<file path="src/rtl/axil_pkg.sv">
// Shared AXI-Lite interconnect definitions.
// The read-side and write-side arbiters both use these state encodings.
package axil_pkg;

  typedef enum logic [1:0] {
    IDLE = 2'd0,
    ADDR = 2'd1,
    DATA = 2'd2
  } rd_arb_state_t;

endpackage

</file>
<file path="src/rtl/axil_rr_pick.sv">
// Rotate-priority picker. Returns the first set request at or above i_ptr,
// wrapping N-1 -> 0. i_ptr must be below N.
module axil_rr_pick #(
  parameter  int N     = 4,
  localparam int IDX_W = (N > 1) ? $clog2(N) : 1
) (
  input  logic [N-1:0]     i_req,
  input  logic [IDX_W-1:0] i_ptr,
  output logic [N-1:0]     o_onehot,
  output logic [IDX_W-1:0] o_idx,
  output logic             o_none
);

  logic [2*N-1:0] w_dbl;
  logic [N-1:0]   w_rot;
  logic [IDX_W:0] w_sum;

  // Bit k of w_rot is the request from master (ptr + k) mod N.
  assign w_dbl = {i_req, i_req} >> i_ptr;
  assign w_rot = w_dbl[N-1:0];

  always_comb begin
    o_idx  = '0;
    o_none = 1'b1;
    w_sum  = '0;
    for (int k = 0; k < N; k++) begin
      if (o_none && w_rot[k]) begin
        w_sum = {1'b0, i_ptr} + (IDX_W+1)'(k);
        if (w_sum >= (IDX_W+1)'(N)) begin
          w_sum = w_sum - (IDX_W+1)'(N);
        end
        o_idx  = w_sum[IDX_W-1:0];
        o_none = 1'b0;
      end
    end
    o_onehot = o_none ? '0 : (N'(1) << o_idx);
  end

endmodule

</file>
<file path="src/rtl/axil_arbiter_rr_rd.sv">
// Round-robin AXI-Lite read arbiter: holds one master's grant from AR request
// through the R handshake; the last-served master gets lowest priority next.
//
// state | meaning
// IDLE  | no grant held; arbitrate on m_axil_arvalid
// ADDR  | grant held, waiting for AR handshake
// DATA  | grant held, waiting for R handshake
module axil_arbiter_rr_rd
  import axil_pkg::*;
#(
  parameter  int NUMBER_MASTER = 4,
  localparam int IDX_W         = (NUMBER_MASTER > 1) ? $clog2(NUMBER_MASTER) : 1
) (
  input  logic                     aclk,
  input  logic                     aresetn,
  input  logic [NUMBER_MASTER-1:0] m_axil_arvalid,
  input  logic [NUMBER_MASTER-1:0] m_axil_rready,
  input  logic                     s_axil_arready,
  input  logic                     s_axil_rvalid,
  output logic [NUMBER_MASTER-1:0] grant_rd,
  output logic [IDX_W-1:0]         grant_rd_idx,
  output logic                     busy_rd
);

  rd_arb_state_t            r_state;
  rd_arb_state_t            w_state_nxt;
  logic [NUMBER_MASTER-1:0] r_grant;
  logic [NUMBER_MASTER-1:0] w_grant_nxt;
  logic [IDX_W-1:0]         r_grant_idx;
  logic [IDX_W-1:0]         w_grant_idx_nxt;
  logic [IDX_W-1:0]         r_ptr;
  logic [IDX_W-1:0]         w_ptr_nxt;

  logic [NUMBER_MASTER-1:0] w_pick_onehot;
  logic [IDX_W-1:0]         w_pick_idx;
  logic                     w_pick_none;
  logic                     w_ar_hs;
  logic                     w_r_hs;

  axil_rr_pick #(
    .N (NUMBER_MASTER)
  ) u_pick (
    .i_req    (m_axil_arvalid),
    .i_ptr    (r_ptr),
    .o_onehot (w_pick_onehot),
    .o_idx    (w_pick_idx),
    .o_none   (w_pick_none)
  );

  // Grant is one-hot while held, so masking selects the granted master's bit.
  assign w_ar_hs = (|(m_axil_arvalid & r_grant)) && s_axil_arready;
  assign w_r_hs  = (|(m_axil_rready & r_grant)) && s_axil_rvalid;

  always_ff @(posedge aclk) begin
    if (!aresetn) begin
      r_state     <= IDLE;
      r_grant     <= '0;
      r_grant_idx <= '0;
      r_ptr       <= '0;
    end else begin
      r_state     <= w_state_nxt;
      r_grant     <= w_grant_nxt;
      r_grant_idx <= w_grant_idx_nxt;
      r_ptr       <= w_ptr_nxt;
    end
  end

  always_comb begin
    w_state_nxt     = r_state;
    w_grant_nxt     = r_grant;
    w_grant_idx_nxt = r_grant_idx;
    w_ptr_nxt       = r_ptr;
    case (r_state)
      IDLE: begin
        if (!w_pick_none) begin
          w_state_nxt     = ADDR;
          w_grant_nxt     = w_pick_onehot;
          w_grant_idx_nxt = w_pick_idx;
        end
      end
      ADDR: begin
        if (w_ar_hs) begin
          w_state_nxt = DATA;
        end
      end
      DATA: begin
        if (w_r_hs) begin
          w_state_nxt     = IDLE;
          w_grant_nxt     = '0;
          w_grant_idx_nxt = '0;
          // Explicit wrap so non-power-of-2 counts never point past N-1.
          if (r_grant_idx == IDX_W'(NUMBER_MASTER - 1)) begin
            w_ptr_nxt = '0;
          end else begin
            w_ptr_nxt = r_grant_idx + IDX_W'(1);
          end
        end
      end
      default: begin
        w_state_nxt     = IDLE;
        w_grant_nxt     = '0;
        w_grant_idx_nxt = '0;
      end
    endcase
  end

  assign grant_rd     = r_grant;
  assign grant_rd_idx = r_grant_idx;
  assign busy_rd      = (r_state != IDLE);

endmodule

</file>
<file path="config.mk">
export PLATFORM = sky130hd
export DESIGN_NAME = axil_arbiter_rr_rd
export DESIGN_NICKNAME = d
export VERILOG_FILES = /design/src/rtl/axil_pkg.sv /design/src/rtl/axil_rr_pick.sv /design/src/rtl/axil_arbiter_rr_rd.sv
export SDC_FILE = /design/constraint.sdc
export NUM_CORES = 1
export LEC_CHECK = 0
export BUFFER_PORTS_ARGS = -buffer_cell sky130_fd_sc_hd__buf_2
export CELL_PAD_IN_SITES_DETAIL_PLACEMENT = 1
export CELL_PAD_IN_SITES_GLOBAL_PLACEMENT = 2
export CORE_ASPECT_RATIO = 1.1
export CORE_UTILIZATION = 25
export DETAILED_ROUTE_END_ITERATION = 12
export GPL_TIMING_DRIVEN = 0
export PLACE_DENSITY_LB_ADDON = 0.1
export SYNTH_ARGS = -nofsm -noshare
export SYNTH_HDL_FRONTEND = slang
export SYNTH_SLANG_ARGS = --single-unit
</file>
<file path="constraint.sdc">
create_clock -name aclk -period 1.25 [get_ports aclk]
set_input_delay 0.125 -clock aclk [delete_from_list [all_inputs] [get_ports aclk]]
set_output_delay 0.125 -clock aclk [all_outputs]
set_load 0.005 [all_outputs]
</file>
==> results.cfg <==
[detailed_routing]
drt-total-wl_um = 1590
vias = 563
ant_nets = 0
wl_per_cell_um = 14.0
drc = 0
initialDrtViolationCount = 13
firstDrtPassIters = 4
viasPerCell = 4.94

[placed_design]
dp_cells = 106
gp_congestion = 0.707
port_buffers = 18
dp_hpwl_um = 1200
placedInstanceArea_sq_um = 698

[timing]
setup_ws_ns = -0.0232
clock_skew_ns = 0.00616
hold_viol = 0
fmax_mhz = 785
holdWs_ns = 0.137
slew_violations = 0
slew_headroom_pct = 74.7
fin_crit_sh_pct = 102
grt_setup_unrepaired = true
fin_crit_ns = 1.27
setup_viol = 3
worstMarginPinSlew_ns = 0.378

[pwr]
clock_power_share_pct = 37.0
switching_share_pct = 26.5
ir_worst_vdd_mv = 0.566
p_int_uw = 588
power_density_mw_per_mm2 = 1020
leakagePower_nw = 0.326
power_frac_comb_pct = 19.0
switchingPower_uw = 212
seq_power_share_pct = 44.0

[logic_synthesis]
synth_cell_types = 28
synthAdderAreaFrac_pct = 2.18
synthMuxAreaShare_pct = 0
synth_edf_count = 0
ys_seq_elements = 10
syn_avg_cell_area_sq_um = 9.55
synth_ff_type = dfxtp_1
synth_fp_nets = 73
async_reset_ff_share_pct = 0
yosys.area_share.simple_pct = 22.5
synth_area_sq_um = 573
yosysSeqAreaShare_pct = 34.9
synthCells = 60
synth_warnings = 0
synth_compound_area_share_pct = 39.1
synth_top_family_by_area = compound AO/OA/AOI/OAI gates
synthXorXnorAreaFrac_pct = 0

[clocking]
cts_hold_buf = 0
clock_sinks = 10
cts_max_level = 1
path_clk_slew_ns = 0.07
cts_max_path_buffers = 2
clk_latency_ns = 0.27
cts_tree = built
cts_inserted_buffers = 3
clockRootBuffer = clkbuf_4

[critical_path]
cp.arrival_ns = 1.48
crit_path_max_fanout = 6
end_kind = register
critPathLaunchType = register
worstPathRequired_ns = 1.46
worstSetupPathType = reg2reg

[cells_and_area]
final_cell_count_no_fill = 114
fill_cells = 261
layout_commonest_cell = buf_2
drive_gt1_share_pct = 51.2
areaGrowthSynthToFinish_pct = 36.9
nets = 100
final_cell_area_sq_um = 785
final_cell_mix = buf_2 (18), dfxtp_2 (7), nand2_1 (6), a32o_1 (4), buf_4 (4)
seqCellArea_sq_um = 209
multi_input_area_sq_um = 377
num_antenna_cells = 0

[floorplanning]
die_area_sq_mm = 0.00249
ioPinCount = 19
die_h_um = 52.2
placeableCoreArea_sq_mm = 0.00208
die_w_um = 47.7
start_util_pct = 27.5
std_cell_rows = 17

[worst_hold_path]
min_path_type = in2reg

[grt]
grt_pass1_vias = 551
grt_pass1_wl_um = 2560
grt_max_degree = 9
antenna_found_initial = 0
overflow = 0
grt_use_total_pct = 15.4

[status]
violations = setup timing
outcome = complete, but fails checks

[flow_run]
maxCapViolations = 0
==> worst max-delay path, cell delays in order (launching register included) <==
cell	delay, ns
dfxtp_2	0.33
a22oi_2	0.21
a21boi_2	0.11
a221oi_4	0.36
a22o_1	0.20
==> final cells by class <==
type / instances / share of cell area, %
multi-input combinational: 48 / 48.0
sequential: 10 / 26.6
timing repair buffer: 22 / 15.3
clock buffer: 4 / 4.63
tap: 28 / 4.47
inverter: 2 / 0.957
==> path summary, 6_finish.rpt <==
path                                                from  slack [ns]                      endpoint  cells after the start
worst min-delay path                             aresetn        0.14       r_state[1]$_SDFFE_PN0P_                      2
worst min register to register     r_ptr[0]$_SDFFE_PN0P_        0.48         r_ptr[0]$_SDFFE_PN0P_                      2
worst max-delay path            grant_rd[2]$_SDFFE_PN0P_       -0.02  grant_rd_idx[1]$_SDFFE_PN0P_                      4
worst max register to register  grant_rd[2]$_SDFFE_PN0P_       -0.02  grant_rd_idx[1]$_SDFFE_PN0P_                      4
==> timing repair <==
| item | in CTS | in global routing |
|---|---|---|
| gates resized for setup | 6 | 4 |
| pin swaps | 9 | 7 |
| setup endpoints to repair | 6 | 10 |
| gates cloned | 0 | 0 |
| setup buffers | 4 | 0 |
==> sequential cells by signal, summed over array words and instances, names as in the netlist <==
name and cells:
grant_rd 4, grant_rd_idx 2, r_ptr 2, r_state 2
==> cell families after synthesis <==
kind of cell | after synthesis
buffers and inverters | 2
AND/OR/NAND/NOR | 23
flip-flops | 10
adder cells (fa/ha/maj) | 1
AO/OA/AOI/OAI | 24
==> Yosys cell counts, drive strengths merged (3+ instances only) <==
library cell / number / area (sq um)
dfxtp: 10 / 200
nand2: 7 / 28.8
nor2: 5 / 23.8
a22oi: 4 / 40.0
a32o: 4 / 40.0
a21oi: 3 / 15.0
==> per-layer routing <==
layer / GRT usage [%] / wire [um] / up-vias
li1: - / - / 283
met3: 2.41 / 84 / 2
met4: 9.72 / 25 / 0
met5: 0 / 0 / -
met2: 21.7 / 690 / 17
met1: 21.3 / 794 / 261
==> stage by stage <==
step                setup WS, ns  power, mW  util, %  setup TNS, ns
global route              -0.135      0.846     37.6         -0.697
finish                   -0.0232      0.801     37.6        -0.0363
global placement         -0.0776      0.493     33.5         -0.307
detailed placement       -0.0993      0.495     33.5         -0.517
CTS                      -0.0634      0.810     37.5         -0.243
floorplan                 0.0564      0.436        -              0
==> power groups by stage <==
stage / sequential, mW / combinational, mW / clock (mW)
2_1_floorplan: 0.356 / 0.0796 / 0
3_3_place_gp: 0.359 / 0.135 / 0
3_5_place_dp: 0.359 / 0.135 / 0
4_1_cts: 0.351 / 0.153 / 0.305
5_1_grt: 0.356 / 0.170 / 0.320
6_report: 0.353 / 0.152 / 0.296
Power figures use the tool's default switching activity.
